===== config.mk =====
export PLATFORM = sky130hd
export DESIGN_NAME = fetch_sequencer
export DESIGN_NICKNAME = d
export VERILOG_FILES = /design/src/rtl/fetch_sequencer.sv
export SDC_FILE = /design/constraint.sdc
export NUM_CORES = 1
export LEC_CHECK = 0
export CORE_AREA = 2 2 109 58
export CTS_CLUSTER_DIAMETER = 80
export DETAILED_ROUTE_END_ITERATION = 7
export DIE_AREA = 0 0 111 60
export PLACE_DENSITY_LB_ADDON = 0.1
export SYNTH_ARGS = -nofsm -noshare
export SYNTH_HDL_FRONTEND = slang
export SYNTH_SLANG_ARGS = --single-unit

===== constraint.sdc =====
create_clock -name clock -period 3 [get_ports clock]
set_input_delay 0.9 -clock clock [delete_from_list [all_inputs] [get_ports clock]]
set_output_delay 0.9 -clock clock [all_outputs]
set_load 0.02 [all_outputs]

===== src/rtl/fetch_sequencer.sv =====
// Fetch sequencer: drives the PC register load and IF/ID enable/flush from
// branch, jump, stall and halt requests, with a stall watchdog and fetch counter.
module fetch_sequencer #(
    parameter logic [9:0]  RESET_VECTOR = 10'd0,
    parameter logic [9:0]  PC_STEP      = 10'd1,
    parameter int unsigned FLUSH_DEPTH  = 2,
    parameter logic [7:0]  MAX_STALL    = 8'd64
) (
    input  logic        clock,
    input  logic        reset,
    input  logic        start,
    input  logic [9:0]  pc_current,
    input  logic        stall_req,
    input  logic        branch_taken,
    input  logic [9:0]  branch_target,
    input  logic        jump,
    input  logic [9:0]  jump_target,
    input  logic        halt,
    output logic        pc_write,
    output logic [9:0]  pc_new,
    output logic        if_id_write,
    output logic        if_id_flush,
    output logic        fetch_valid,
    output logic        halted,
    output logic        stall_timeout,
    output logic [15:0] fetch_count
);

    localparam logic [2:0] FLUSH_RELOAD = 3'(FLUSH_DEPTH - 1);
    localparam bit         MULTI_FLUSH  = (FLUSH_DEPTH > 1);

    typedef enum logic [1:0] {IDLE, RUN, FLUSH, HALT} state_t;

    state_t      state_q, state_d;
    logic [2:0]  flush_cnt_q, flush_cnt_d;
    logic [7:0]  stall_cnt_q, stall_cnt_d;
    logic [15:0] fetch_count_q, fetch_count_d;
    logic        stall_timeout_q, stall_timeout_d;

    logic [9:0]  pc_seq;
    logic        redirect;
    logic [9:0]  redirect_pc;

    assign pc_seq      = pc_current + PC_STEP;
    assign redirect    = branch_taken | jump;
    // The branch in EX is older than the jump in ID, so its target wins.
    assign redirect_pc = branch_taken ? branch_target : jump_target;

    always_comb begin
        state_d         = state_q;
        flush_cnt_d     = flush_cnt_q;
        stall_cnt_d     = '0;
        stall_timeout_d = stall_timeout_q;
        fetch_count_d   = fetch_count_q;
        pc_write        = 1'b0;
        pc_new          = pc_seq;
        if_id_write     = 1'b0;
        if_id_flush     = 1'b0;
        fetch_valid     = 1'b0;
        halted          = 1'b0;

        if ((state_q == RUN || state_q == FLUSH) && redirect) begin
            pc_write    = 1'b1;
            pc_new      = redirect_pc;
            if_id_write = 1'b1;
            if_id_flush = 1'b1;
            flush_cnt_d = FLUSH_RELOAD;
            state_d     = MULTI_FLUSH ? FLUSH : RUN;
        end else begin
            case (state_q)
                IDLE: begin
                    if_id_flush = 1'b1;
                    if (start) state_d = RUN;
                end
                RUN: begin
                    if (stall_req) begin
                        stall_cnt_d = stall_cnt_q + 8'd1;
                        if (stall_cnt_d == MAX_STALL) begin
                            stall_timeout_d = 1'b1;
                            state_d         = HALT;
                        end
                    end else if (halt) begin
                        if_id_flush = 1'b1;
                        state_d     = HALT;
                    end else begin
                        pc_write    = 1'b1;
                        if_id_write = 1'b1;
                        fetch_valid = 1'b1;
                    end
                end
                FLUSH: begin
                    // Stall and halt here come from squashed instructions.
                    pc_write    = 1'b1;
                    if_id_write = 1'b1;
                    if_id_flush = 1'b1;
                    if (flush_cnt_q <= 3'd1) begin
                        state_d = RUN;
                    end else begin
                        flush_cnt_d = flush_cnt_q - 3'd1;
                    end
                end
                HALT: begin
                    halted      = 1'b1;
                    if_id_flush = 1'b1;
                    if (start) state_d = RUN;
                end
                default: state_d = IDLE;
            endcase
        end

        if ((state_q == RUN || state_q == FLUSH) && pc_write && fetch_count_q != 16'hFFFF) begin
            fetch_count_d = fetch_count_q + 16'd1;
        end

        if (reset) begin
            pc_write    = 1'b1;
            pc_new      = RESET_VECTOR;
            if_id_write = 1'b0;
            if_id_flush = 1'b1;
            fetch_valid = 1'b0;
            halted      = 1'b0;
        end
    end

    always_ff @(posedge clock) begin
        if (reset) begin
            state_q         <= IDLE;
            flush_cnt_q     <= '0;
            stall_cnt_q     <= '0;
            fetch_count_q   <= '0;
            stall_timeout_q <= 1'b0;
        end else begin
            state_q         <= state_d;
            flush_cnt_q     <= flush_cnt_d;
            stall_cnt_q     <= stall_cnt_d;
            fetch_count_q   <= fetch_count_d;
            stall_timeout_q <= stall_timeout_d;
        end
    end

    assign stall_timeout = stall_timeout_q;
    assign fetch_count   = fetch_count_q;

endmodule


==> impl_metrics.yaml <==
status:
  status: "finished clean"
sta:
  timing.fmax_ghz: 0.337
  worst_slew_pin_slew_ps: 530
  finalCritPeriodShare_pct: 98.8
  skew_ps: 3.93
  setup_ws_ps: 36.4
  slew_violations: 0
  relSlewSlack_pct: 64.4
  min_period_ps: 2960
  finalHoldViolCount: 0
  holdWs_ps: 478
  setup_viol: 0
synthesis:
  synth_top_area_share_pct: 30.7
  yosysWarnings: 0
  postSynthAreaPerCell_um2: 7.99
  synth_top_area_cell: "dfxtp_1"
  yosys-top-cells-area: "dfxtp_1, nor2_1, xor2_1, a211oi_1, ha_1"
  yosysMostFrequentCell: "nor2_1"
  syn_area_um2: 1960
  synth-async-reset-ratio_pct: 0
  synth_nets: 291
  ys_types: 36
  synth-edff-count: 0
  synth-seq-cells: 30
  ys_seq_area_share_pct: 30.7
  synth_common_cells: "nor2_1, dfxtp_1, nand3_1, xor2_1, a211oi_1"
  netlist_instances: 245
  synth_ff_type: "dfxtp_1"
power:
  p_sw_share_pct: 34.0
  seqPwrFrac_pct: 23.9
  p_switching_w: 0.000663
  ir_worst_vdd_v: 0.000346
  combPwrFrac_pct: 46.6
  p_int_w: 0.00129
  cellLeakagePower_nw: 1.30
  powerDensity_nw_per_um2: 617
  clock_power_share_pct: 29.5
grt:
  grt_pass1_wl_um: 8960
  grt_start_max_net_pins: 16
  grt_usage_pct: 16.9
  antenna_found_initial: 0
  grt_overflow_total: 0
  grt_pass1_vias: 1894
place:
  gp_congestion: 0.768
  pre_cts_slack_ps: -775
  portBuffers: 68
  hpwl_um: 4200
die:
  pin_count: 69
  die_h_um: 60
  core-area_um2: 5780
  dieArea_um2: 6660
  die_x_um: 111
  start_util_pct: 33.9
  rows: 20
route:
  vias: 2042
  via_per_inst: 4.84
  drc_errors: 0
  wirelength_um: 5500
  wl_per_cell_um: 13.0
  firstDrtPassIters: 5
  drtIter0Drc: 86
  ant_nets: 0
critical_path:
  worst-setup-path-type: "in -> out"
  rr_worst_depth: 9
  cp_cell_sequence: "dlygate4sd2_1 > buf_6 > nor3_2 > a21o_1 > nand2b_1 > clkdlybuf4s15_2"
  crit_buf_inv: 3
  critical_path_required_ps: 2100
  setup.worst_path.start_class: "input pin"
  crit_family: "buffers and inverters"
  crit_path_top_delay_cell: "dlygate4sd2_1"
  cp.arrival_ps: 2060
  path_max_fanout: 14
  end_kind: "output pin"
  slowest_delay_ps: 270
  cp.depth: 6
finish:
  drive_gt1_share_pct: 26.7
  area_growth_pct: 61.3
  fin_nets: 391
  diodes: 0
clocking:
  cts_made_buffers: 5
  cts_tree: "built"
  worstSkewPairLatency_ps: 270
  root_buffer: "clkbuf_16"
  clockBufferDepth: 2
  htreeDepth: 2
  clkTransAtPathRegs_ps: 50
  cts_sinks: 30
  cts_hold_buf: 0
hold_path:
  hp-class: "reg -> reg"
  min_path_cells: 2
run:
  maxCapViolCount: 0
[layout make-up]
type | instances | area [um2]
clock buffers | 6 | 139
clock inverters | 1 | 30.0
fillers | 532 | 2620
inverters | 8 | 30.0
multi-input cells | 197 | 1400
flip-flops and latches | 30 | 601
well taps | 77 | 96.3
repair buffers | 103 | 866
[sequential cells by signal (all words and copies together) (netlist names)]
register / cells
stall_timeout: 1
stall_cnt_q: 8
state_q: 2
flush_cnt_q: 3
fetch_count: 16
[per-layer routing]
metal,part of all wire (%),GRT usage (%)
met1,53,24.2
met2,39,24.4
met3,7.4,6.39
met4,0.53,3.21
met5,0,0
[final timing paths]
path	startpoint	to	slack, ps
worst min-delay path	stall_timeout$_SDFFE_PP0P_	stall_timeout$_SDFFE_PP0P_	480
worst min register to register	stall_timeout$_SDFFE_PP0P_	stall_timeout$_SDFFE_PP0P_	480
worst max register to register	state_q[0]$_SDFFE_PP0P_	fetch_count[14]$_SDFFE_PP0P_	410
worst max-delay path	branch_taken	pc_write	40
[stage by stage]
| step | cell area, um2 | util (%) | power (W) | setup TNS (ps) | instances |
|---|---|---|---|---|---|
| 2_1_floorplan | 1960 | - | 0.000912 | -203 | 245 |
| 3_3_place_gp | 2910 | 50.4 | 0.00130 | -10570 | 409 |
| 3_5_place_dp | 2910 | 50.4 | 0.00131 | -10610 | 409 |
| 4_1_cts | 3100 | 53.7 | 0.00190 | 0 | 421 |
| 5_1_grt | 3160 | 54.6 | 0.00207 | -22.9 | 422 |
| 6_report | 3160 | 54.6 | 0.00195 | 0 | 422 |
[worst register-to-register path: stages (launching register included)]
cell	delay [ps]
dfxtp_1	340
buf_4	140
ha_1	150
or3b_4	390
a21o_1	210
buf_4	140
buf_4	120
or4_4	550
or4_1	410
nand2_1	70
[cells in the final DEF, fill, tap and decap left out, types with 5 or more instances in the layout]
cell type        Yosys  final
xor2_1              16     16
nor2b_1             12     12
inv_1                8      8
buf_4                0     40
and3_1               7      6
o21ai_0              5      5
ha_1                 9      8
nand3_1             16     13
a211oi_2             0      9
a211oi_1            15      6
clkdlybuf4s50_1      0     39
mux2i_1              8      8
dfxtp_1             30     30
nor2_1              44     40
dlygate4sd2_1        0      6
xnor2_1              9      9
clkbuf_16            0      5
a21oi_1              5      5
clkbuf_2             0      6
buf_2                1      7
nand2_1             10     10
[logic make-up (layout without fill, tap and decap cells)]
family | count (synthesis) | after routing | synth area share, %
simple gates | 112 | 112 | 28.8
compound gates | 39 | 39 | 13.7
fa+ha+maj | 9 | 9 | 5.75
xor+xnor | 25 | 25 | 11.2
flops | 30 | 30 | 30.7
mux | 12 | 12 | 6.39
buf+inv | 18 | 118 | 3.51
[power by group through the flow]
stage	sequential, W	combinational, W	clock, W
after CTS	0.000465	0.000843	0.000589
after detailed placement	0.000472	0.000833	0
after global routing	0.000472	0.000994	0.000601
after global placement	0.000473	0.000824	0
after floorplan	0.000483	0.000429	0
final	0.000466	0.000907	0.000575
[what timing repair did]
| item | 4_1_cts | 5_1_grt |
|---|---|---|
| pin swaps | 13 | 9 |
| setup endpoints to repair | 17 | 12 |
| resized for setup | 98 | 33 |
| cloned | 0 | 0 |
| setup buffers | 5 | 1 |
| endpoints found under the hold margin | 0 | 0 |
(Power assumes the default switching activity.)
